--- config.mk ---
export PLATFORM = sky130hd
export DESIGN_NAME = pipe_hazard_ctrl_flat
export DESIGN_NICKNAME = d
export VERILOG_FILES = /design/src/rtl/pipe_hazard_ctrl_if.sv /design/src/rtl/pipe_hazard_ctrl.sv /design/src/flat_wrapper.sv
export SDC_FILE = /design/constraint.sdc
export NUM_CORES = 1
export LEC_CHECK = 0
export ABC_AREA = 1
export ABC_CLOCK_PERIOD_IN_PS = 3600
export CAP_MARGIN = 20
export CELL_PAD_IN_SITES_DETAIL_PLACEMENT = 1
export CELL_PAD_IN_SITES_GLOBAL_PLACEMENT = 2
export CORE_MARGIN = 2
export CORE_UTILIZATION = 17
export DETAILED_ROUTE_END_ITERATION = 10
export HOLD_SLACK_MARGIN = 0.08
export PLACE_DENSITY_LB_ADDON = 0.1
export REMOVE_ABC_BUFFERS = 1
export SETUP_SLACK_MARGIN = 0.3
export SYNTH_ARGS = -nofsm -noshare
export SYNTH_HDL_FRONTEND = slang
export SYNTH_SLANG_ARGS = --single-unit
--- constraint.sdc ---
create_clock -name clk -period 3.6 [get_ports clk]
set_input_delay 0.72 -clock clk [delete_from_list [all_inputs] [get_ports clk]]
set_output_delay 0.72 -clock clk [all_outputs]
set_load 0.02 [all_outputs]
--- src/rtl/pipe_hazard_ctrl_if.sv ---
// Hazard controller bundle: pipeline status into the controller, register controls and
// status flags back out to the datapath.
interface pipe_hazard_ctrl_if;
  logic [4:0]  id_rs1;
  logic        id_rs1_used;
  logic [4:0]  id_rs2;
  logic        id_rs2_used;
  logic [4:0]  ex_rd;
  logic        ex_is_load;
  logic        ex_redirect;
  logic        ex_md_start;
  logic        md_done;
  logic        mem_req;
  logic        mem_ready;

  logic        block_pc;
  logic        block_l1;
  logic        block_l2;
  logic        block_l3;
  logic        block_l4;
  logic        clear_l1;
  logic        clear_l2;
  logic        clear_l3;
  logic        clear_l4;
  logic        mem_err;
  logic [31:0] stall_cycles;
  logic [31:0] flush_count;

  modport master (
    output id_rs1, id_rs1_used, id_rs2, id_rs2_used, ex_rd, ex_is_load, ex_redirect,
           ex_md_start, md_done, mem_req, mem_ready,
    input  block_pc, block_l1, block_l2, block_l3, block_l4,
           clear_l1, clear_l2, clear_l3, clear_l4, mem_err, stall_cycles, flush_count
  );

  modport slave (
    input  id_rs1, id_rs1_used, id_rs2, id_rs2_used, ex_rd, ex_is_load, ex_redirect,
           ex_md_start, md_done, mem_req, mem_ready,
    output block_pc, block_l1, block_l2, block_l3, block_l4,
           clear_l1, clear_l2, clear_l3, clear_l4, mem_err, stall_cycles, flush_count
  );
endinterface

--- src/rtl/pipe_hazard_ctrl.sv ---
// Hazard/stall controller for the 5-stage pipeline: mem wait > mul/div > redirect > load-use.
// Optional perf counters (stall_cycles, flush_count) are built only with HAZ_PERF_CNT_EN.
module pipe_hazard_ctrl #(
  parameter int unsigned MEM_TIMEOUT = 255,
  parameter int unsigned TO_W        = 8
) (
  input  logic                clk,
  input  logic                rst,
  pipe_hazard_ctrl_if.slave   hz
);

  localparam logic [0:0] StRun    = 1'b0;
  localparam logic [0:0] StMdWait = 1'b1;
  localparam logic [TO_W-1:0] WaitMax = {TO_W{1'b1}};

  logic [0:0]      state_q, state_d;
  logic            md_done_pend_q, md_done_pend_d;
  logic [TO_W-1:0] wait_cnt_q, wait_cnt_d;
  logic            mem_err_q, mem_err_d;

  logic mem_stall;
  logic md_stall;
  logic load_use;
  logic redirect_taken;

  always_comb begin
    mem_stall = hz.mem_req & ~hz.mem_ready;
    md_stall  = (hz.ex_md_start | (state_q == StMdWait)) & ~(hz.md_done | md_done_pend_q);
    load_use  = hz.ex_is_load & (hz.ex_rd != 5'd0) &
                ((hz.id_rs1_used & (hz.id_rs1 == hz.ex_rd)) |
                 (hz.id_rs2_used & (hz.id_rs2 == hz.ex_rd)));
  end

  always_comb begin
    hz.block_pc    = 1'b0;
    hz.block_l1    = 1'b0;
    hz.block_l2    = 1'b0;
    hz.block_l3    = 1'b0;
    hz.block_l4    = 1'b0;
    hz.clear_l1    = 1'b0;
    hz.clear_l2    = 1'b0;
    hz.clear_l3    = 1'b0;
    hz.clear_l4    = 1'b0;
    redirect_taken = 1'b0;
    if (rst) begin
      hz.clear_l1 = 1'b1;
      hz.clear_l2 = 1'b1;
      hz.clear_l3 = 1'b1;
      hz.clear_l4 = 1'b1;
    end else if (mem_stall) begin
      hz.block_pc = 1'b1;
      hz.block_l1 = 1'b1;
      hz.block_l2 = 1'b1;
      hz.block_l3 = 1'b1;
      hz.clear_l4 = 1'b1;
    end else if (md_stall) begin
      hz.block_pc = 1'b1;
      hz.block_l1 = 1'b1;
      hz.block_l2 = 1'b1;
      hz.clear_l3 = 1'b1;
    end else if (hz.ex_redirect) begin
      // EX stays frozen during earlier stalls, so a deferred redirect lands here
      hz.clear_l1    = 1'b1;
      hz.clear_l2    = 1'b1;
      redirect_taken = 1'b1;
    end else if (load_use) begin
      hz.block_pc = 1'b1;
      hz.block_l1 = 1'b1;
      hz.clear_l2 = 1'b1;
    end
  end

  always_comb begin
    state_d = state_q;
    case (state_q)
      StRun:    if (hz.ex_md_start && !hz.md_done) state_d = StMdWait;
      StMdWait: if ((hz.md_done || md_done_pend_q) && !mem_stall) state_d = StRun;
      default:  state_d = StRun;
    endcase

    // A done seen under a mem stall is held until the stall lifts; the FSM then leaves
    // MD_WAIT in that same cycle, so the flag never outlives the stall.
    md_done_pend_d = mem_stall & (md_done_pend_q | hz.md_done);

    if (!mem_stall)             wait_cnt_d = '0;
    else if (wait_cnt_q == WaitMax) wait_cnt_d = wait_cnt_q;
    else                        wait_cnt_d = wait_cnt_q + 1'b1;

    mem_err_d = mem_err_q | (mem_stall & (wait_cnt_d >= TO_W'(MEM_TIMEOUT)));
  end

  always_ff @(posedge clk) begin
    if (rst) begin
      state_q        <= StRun;
      md_done_pend_q <= 1'b0;
      wait_cnt_q     <= '0;
      mem_err_q      <= 1'b0;
    end else begin
      state_q        <= state_d;
      md_done_pend_q <= md_done_pend_d;
      wait_cnt_q     <= wait_cnt_d;
      mem_err_q      <= mem_err_d;
    end
  end

  assign hz.mem_err = mem_err_q;

`ifdef HAZ_PERF_CNT_EN
  logic [31:0] stall_cycles_q, stall_cycles_d;
  logic [31:0] flush_count_q, flush_count_d;

  always_comb begin
    stall_cycles_d = stall_cycles_q + {31'd0, hz.block_pc};
    flush_count_d  = flush_count_q + {31'd0, redirect_taken};
  end

  always_ff @(posedge clk) begin
    if (rst) begin
      stall_cycles_q <= '0;
      flush_count_q  <= '0;
    end else begin
      stall_cycles_q <= stall_cycles_d;
      flush_count_q  <= flush_count_d;
    end
  end

  assign hz.stall_cycles = stall_cycles_q;
  assign hz.flush_count  = flush_count_q;
`else
  logic unused_redirect;
  assign unused_redirect = redirect_taken;
  assign hz.stall_cycles = 32'd0;
  assign hz.flush_count  = 32'd0;
`endif

endmodule

--- src/flat_wrapper.sv ---
// flat-port wrapper written by rule: the top's interface ports become plain ports
module pipe_hazard_ctrl_flat 
#(
  parameter int unsigned MEM_TIMEOUT = 255,
  parameter int unsigned TO_W        = 8
)
  (clk, rst, hz_id_rs1, hz_id_rs1_used, hz_id_rs2, hz_id_rs2_used, hz_ex_rd, hz_ex_is_load, hz_ex_redirect, hz_ex_md_start, hz_md_done, hz_mem_req, hz_mem_ready, hz_block_pc, hz_block_l1, hz_block_l2, hz_block_l3, hz_block_l4, hz_clear_l1, hz_clear_l2, hz_clear_l3, hz_clear_l4, hz_mem_err, hz_stall_cycles, hz_flush_count);
  pipe_hazard_ctrl_if hz_i ();
  input  logic clk;
  input  logic rst;
  input wire logic [$bits(hz_i.id_rs1)-1:0] hz_id_rs1;
  input wire logic [$bits(hz_i.id_rs1_used)-1:0] hz_id_rs1_used;
  input wire logic [$bits(hz_i.id_rs2)-1:0] hz_id_rs2;
  input wire logic [$bits(hz_i.id_rs2_used)-1:0] hz_id_rs2_used;
  input wire logic [$bits(hz_i.ex_rd)-1:0] hz_ex_rd;
  input wire logic [$bits(hz_i.ex_is_load)-1:0] hz_ex_is_load;
  input wire logic [$bits(hz_i.ex_redirect)-1:0] hz_ex_redirect;
  input wire logic [$bits(hz_i.ex_md_start)-1:0] hz_ex_md_start;
  input wire logic [$bits(hz_i.md_done)-1:0] hz_md_done;
  input wire logic [$bits(hz_i.mem_req)-1:0] hz_mem_req;
  input wire logic [$bits(hz_i.mem_ready)-1:0] hz_mem_ready;
  output wire logic [$bits(hz_i.block_pc)-1:0] hz_block_pc;
  output wire logic [$bits(hz_i.block_l1)-1:0] hz_block_l1;
  output wire logic [$bits(hz_i.block_l2)-1:0] hz_block_l2;
  output wire logic [$bits(hz_i.block_l3)-1:0] hz_block_l3;
  output wire logic [$bits(hz_i.block_l4)-1:0] hz_block_l4;
  output wire logic [$bits(hz_i.clear_l1)-1:0] hz_clear_l1;
  output wire logic [$bits(hz_i.clear_l2)-1:0] hz_clear_l2;
  output wire logic [$bits(hz_i.clear_l3)-1:0] hz_clear_l3;
  output wire logic [$bits(hz_i.clear_l4)-1:0] hz_clear_l4;
  output wire logic [$bits(hz_i.mem_err)-1:0] hz_mem_err;
  output wire logic [$bits(hz_i.stall_cycles)-1:0] hz_stall_cycles;
  output wire logic [$bits(hz_i.flush_count)-1:0] hz_flush_count;
  assign hz_i.id_rs1 = hz_id_rs1;
  assign hz_i.id_rs1_used = hz_id_rs1_used;
  assign hz_i.id_rs2 = hz_id_rs2;
  assign hz_i.id_rs2_used = hz_id_rs2_used;
  assign hz_i.ex_rd = hz_ex_rd;
  assign hz_i.ex_is_load = hz_ex_is_load;
  assign hz_i.ex_redirect = hz_ex_redirect;
  assign hz_i.ex_md_start = hz_ex_md_start;
  assign hz_i.md_done = hz_md_done;
  assign hz_i.mem_req = hz_mem_req;
  assign hz_i.mem_ready = hz_mem_ready;
  assign hz_block_pc = hz_i.block_pc;
  assign hz_block_l1 = hz_i.block_l1;
  assign hz_block_l2 = hz_i.block_l2;
  assign hz_block_l3 = hz_i.block_l3;
  assign hz_block_l4 = hz_i.block_l4;
  assign hz_clear_l1 = hz_i.clear_l1;
  assign hz_clear_l2 = hz_i.clear_l2;
  assign hz_clear_l3 = hz_i.clear_l3;
  assign hz_clear_l4 = hz_i.clear_l4;
  assign hz_mem_err = hz_i.mem_err;
  assign hz_stall_cycles = hz_i.stall_cycles;
  assign hz_flush_count = hz_i.flush_count;
  pipe_hazard_ctrl #(.MEM_TIMEOUT(MEM_TIMEOUT), .TO_W(TO_W)) u_core (.clk(clk), .rst(rst), .hz(hz_i));
endmodule
# == Word level (Yosys, flattened, before mapping) ==
# Cells that the tools add are included.
# classes
n_lt_le_gt_ge,1
muxes,26
add_sub_neg,1
eq_ne,3
bitwise_logic,15
n_reduce_logical,6
# ops
operator,count
1-bit two-way mux,23
8-bit two-way mux,2
5-bit equality test,2
"8-bit by 1-bit adder with 8-bit output, second input constant",1
1-bit AND,8
"8-bit equality test, second input constant",1
"8-bit greater-or-equal comparator, second input constant",1
5-bit nonzero test,1
1-bit OR,4
1-bit inverter,3
1-bit logical AND,2
1-bit logical NOT,2
1-bit case mux with 2 select lines,1
1-bit logical OR,1
# word_totals
input_bits,25
register_bits,11
output_inout_bits,74

# == Logic depth before layout (Yosys ltp) ==
# logic_depth
ltp_word,9
mapped_depth,11
depth_no_buf,11

# == Worst setup path before layout ==
# OpenSTA, ideal clock, no wires.
# synth_timing
kind,input-to-output
from,in hz_mem_req
to,out hz_block_pc
cell_stages,7
arrival_ns,1.946
t_required_ns,2.880
slack_ns,0.934
path_cell_list,inv_1 > nor2_4 > inv_1 > a21oi_1 > inv_1 > nand2_1 > buf_4
# synth_between
elab_chain_len,3
# synth_rtl
element,line,text
from (decl),flat_wrapper.sv:20,input wire logic [$bits(hz_i.mem_req)-1:0] hz_mem_req;
1-bit AND,pipe_hazard_ctrl.sv:27,mem_stall = hz.mem_req & ~hz.mem_ready;
1-bit two-way mux (2 in a row),--,
to (decl),flat_wrapper.sv:22,output wire logic [$bits(hz_i.block_pc)-1:0] hz_block_pc;
# No other way between the ends.

# == Final worst setup path ==
# layout_timing
from,in hz_ex_md_start
to,out hz_clear_l1
# layout_between
elab_chain_len,5
# layout_rtl
element,line,text
from (decl),flat_wrapper.sv:18,input wire logic [$bits(hz_i.ex_md_start)-1:0] hz_ex_md_start;
1-bit OR,pipe_hazard_ctrl.sv:28,md_stall = (hz.ex_md_start | (state_q == StMdWait)) & ~(hz.md_done | md_done_pend_q);
1-bit AND,pipe_hazard_ctrl.sv:28,
1-bit two-way mux,pipe_hazard_ctrl.sv:56,end else if (md_stall) begin
1-bit two-way mux,pipe_hazard_ctrl.sv:50,end else if (mem_stall) begin
1-bit two-way mux,pipe_hazard_ctrl.sv:45,if (rst) begin
to (decl),flat_wrapper.sv:27,output wire logic [$bits(hz_i.clear_l1)-1:0] hz_clear_l1;
# No other way between the ends.

==> out/summary.txt <==
Pins Over Slew Limit - 0
Int Power - 247 uW
CTS Buffer Depth - 2
CP required - 2880 ps
PortBufs - 33
Slowest-stage cell, CP - clkdlybuf4s50_1
Max-cap violations - 0
Fmax - 325 MHz
First-pass DRT Iterations - 3
leakage - 0.765 nW
initial antenna violation count - 0
outcome - completed
CTS buffer count - 3
Ys Warns - 0
Worst R2R Setup Slack - 1720 ps
Multi-input gate area - 779 um^2
WHS Endpoint - u_core.state_q
Psw - 149 uW
# IOs - 99
Clock Pin Slew Worst Setup and Hold Paths - 50 ps
number of global-route vias before repair - 1015
DIE AREA - 8620 um^2
post-cts sizing count - 1
delay of the slowest critical-path stage - 620 ps
Avg Cell Area, Syn - 6.57 um^2
most frequent cells in the layout - 65 x conb_1, 30 x nand2_1, 30 x clkdlybuf4s50_1
FF+latch area - 220 um^2
maximum VDD drop - 84.8 uV
FF+latch count, synth - 11
Post-DRT Antenna Nets - 0
R2R Path Start - u_core.wait_cnt_q[0]
shortest period the worst path allows - 3080 ps
Final Cycle Share - 85.5%
Worst Clk Skew - 2.42 ps
layout cells sized above 1 - 7.08%
Worst path most repeated cell - clkdlybuf4s50_1
arrival time at the worst endpoint - 2360 ps
Die H - 92.8 um
hold buffer count at cts - 0
Critical R2R Capture - u_core.hz.mem_err
CP startpoint kind - input port
die width - 92.8 um
hold path depth - 1
CP cell instances - clkdlybuf4s50_1, o21ai_0, a21oi_2, nor2_1, clkdlybuf4s50_1
ant diodes - 0
Worst Setup Path Type - input port to output pin
Fin. Hold Viols - 0
Final GP Congestion - 0.644
unrepaired setup endpoints after global routing - false
Seq/Total Area, Yosys - 16.4%
Tot Pwr - 396 uW
part of the power in the clock network - 31.9%
# DRC - 0
DP HPWL - 2810 um
Post-Synthesis Cell Area - 1340 um^2
Initial Util - 17.4%
area leader, netlist - buf_4
DR vias - 1127
crit end category - output pin
final wirelength - 3240 um
top cells by area, synth - buf_4 37%, dfxtp_1 16%, nand2_1 8.4%
largest net degree at the start of global routing - 13
combinational share of power - 36.4%
core area - 7690 um^2
via-per-instance ratio - 3.30
Setup TNS Final - 0 ps
WL/cell - 9.46 um
Distinct cells, synth - 26
Worst R2R Path Depth - 11
DRT iter0 DRCs - 29
clock latency on the worst-skew pair - 240 ps
area grow syn2layout - 19.6%
hold crit path type - flop to flop
hold_sp - u_core.state_q
commonest non-fill, non-tap cell in the layout - conb_1
H-tree depth - 1
Filler cells - 988
Net Sw Frac - 37.7%
Remaining Overflow, GRT - 0
clock sink count - 11
Synth top area share - 36.9%
GRT Util Overall - 7.38%
layout net count - 267
Setup Buffers After CTS - 0
first-pass GRT wire length - 5000 um
Critical Path Fanout Max - 4
Synth Instances - 204
Setup-failing EPs final - 0
std cell rows - 32
CTS tree - yes
Root Buffer - clkbuf_8
Reg power frac - 31.7%
pwr/cell area - 247 nW/um^2
## state kept, by name, indices dropped and copies added (netlist names)
signal,cells
u_core.wait_cnt_q,8
u_core.hz.mem_err,1
u_core.state_q,1
u_core.md_done_pend_q,1
## logic make-up (layout without fill, tap and decap cells)
| logic type | after synthesis | after routing | synth area share (%) |
|---|---|---|---|
| xor gates and xnor gates | 4 | 4 | 2.61 |
| and+or+nand+nor | 77 | 77 | 25.6 |
| adders and majority gates | 1 | 1 | 0.933 |
| DFF | 11 | 11 | 16.4 |
| other | 1 | 65 | 0.280 |
| buffers and inverters | 88 | 60 | 43.7 |
| AOI/OAI and AO/OA | 22 | 22 | 10.5 |
## per-stage QoR
step                util, %  instances  hold slack (ps)  cell area, um^2  setup WS [ps]
floorplan                 -        200              416             1070           1010
global placement       20.2        338              440             1550            269
detailed placement     20.2        338              443             1550            283
CTS                    20.8        342              452             1600            318
global route           20.9        342              491             1600            364
finish                 20.9        342              449             1600            522
## Yosys cell counts, drive strengths merged
| cell type | instances |
|---|---|
| buf | 67 |
| nand2 | 32 |
| nor2 | 30 |
| inv | 20 |
| dfxtp | 11 |
| nand3 | 11 |
| a21oi | 8 |
| o21ai | 8 |
| nor3 | 4 |
| xor2 | 4 |
| o22ai | 2 |
| a211oi | 1 |
| a31oi | 1 |
| clkbuf | 1 |
| conb | 1 |
| ha | 1 |
| o21bai | 1 |
| o41ai | 1 |
## layer usage
metal / wire length (um) / vias to the layer above / track usage, %
met5: 0 / - / 0
met4: 12 / 0 / 0.735
met3: 337 / 2 / 3.01
met2: 1480 / 66 / 12.3
met1: 1400 / 481 / 9.29
li1: - / 578 / -
## power groups by stage
stage | logic, mW | registers, mW | clock network [mW]
finish | 0.144 | 0.125 | 0.126
global route | 0.157 | 0.126 | 0.135
CTS | 0.144 | 0.125 | 0.133
detailed placement | 0.145 | 0.128 | 0
global placement | 0.147 | 0.128 | 0
floorplan | 0.0906 | 0.127 | 0
## worst max-delay path, delay by kind of cell
kind / cells / cell delay, ps
compound gates: 2 / 480
buf+inv: 2 / 1040
simple gates: 1 / 110
## worst max path at each step
| stage | start | cells after the start | end |
|---|---|---|---|
| finish | hz_ex_md_start | 5 | hz_clear_l1 |
| global route | hz_ex_md_start | 5 | hz_clear_l1 |
| floorplan | hz_mem_req | 6 | hz_block_l1 |
| detailed placement | hz_ex_rd[3] | 8 | hz_clear_l2 |
| global placement | hz_ex_rd[3] | 8 | hz_clear_l2 |
| CTS | hz_md_done | 7 | hz_block_l1 |
## final cells by class
type	count	share of cell area, %
inverters	20	4.68
well taps	102	7.96
flip-flops and latches	11	13.7
multi-input cells	169	48.6
clock buffers	4	2.81
repair buffers	36	22.2
No activity file was read; power rests on OpenSTA's default activity.
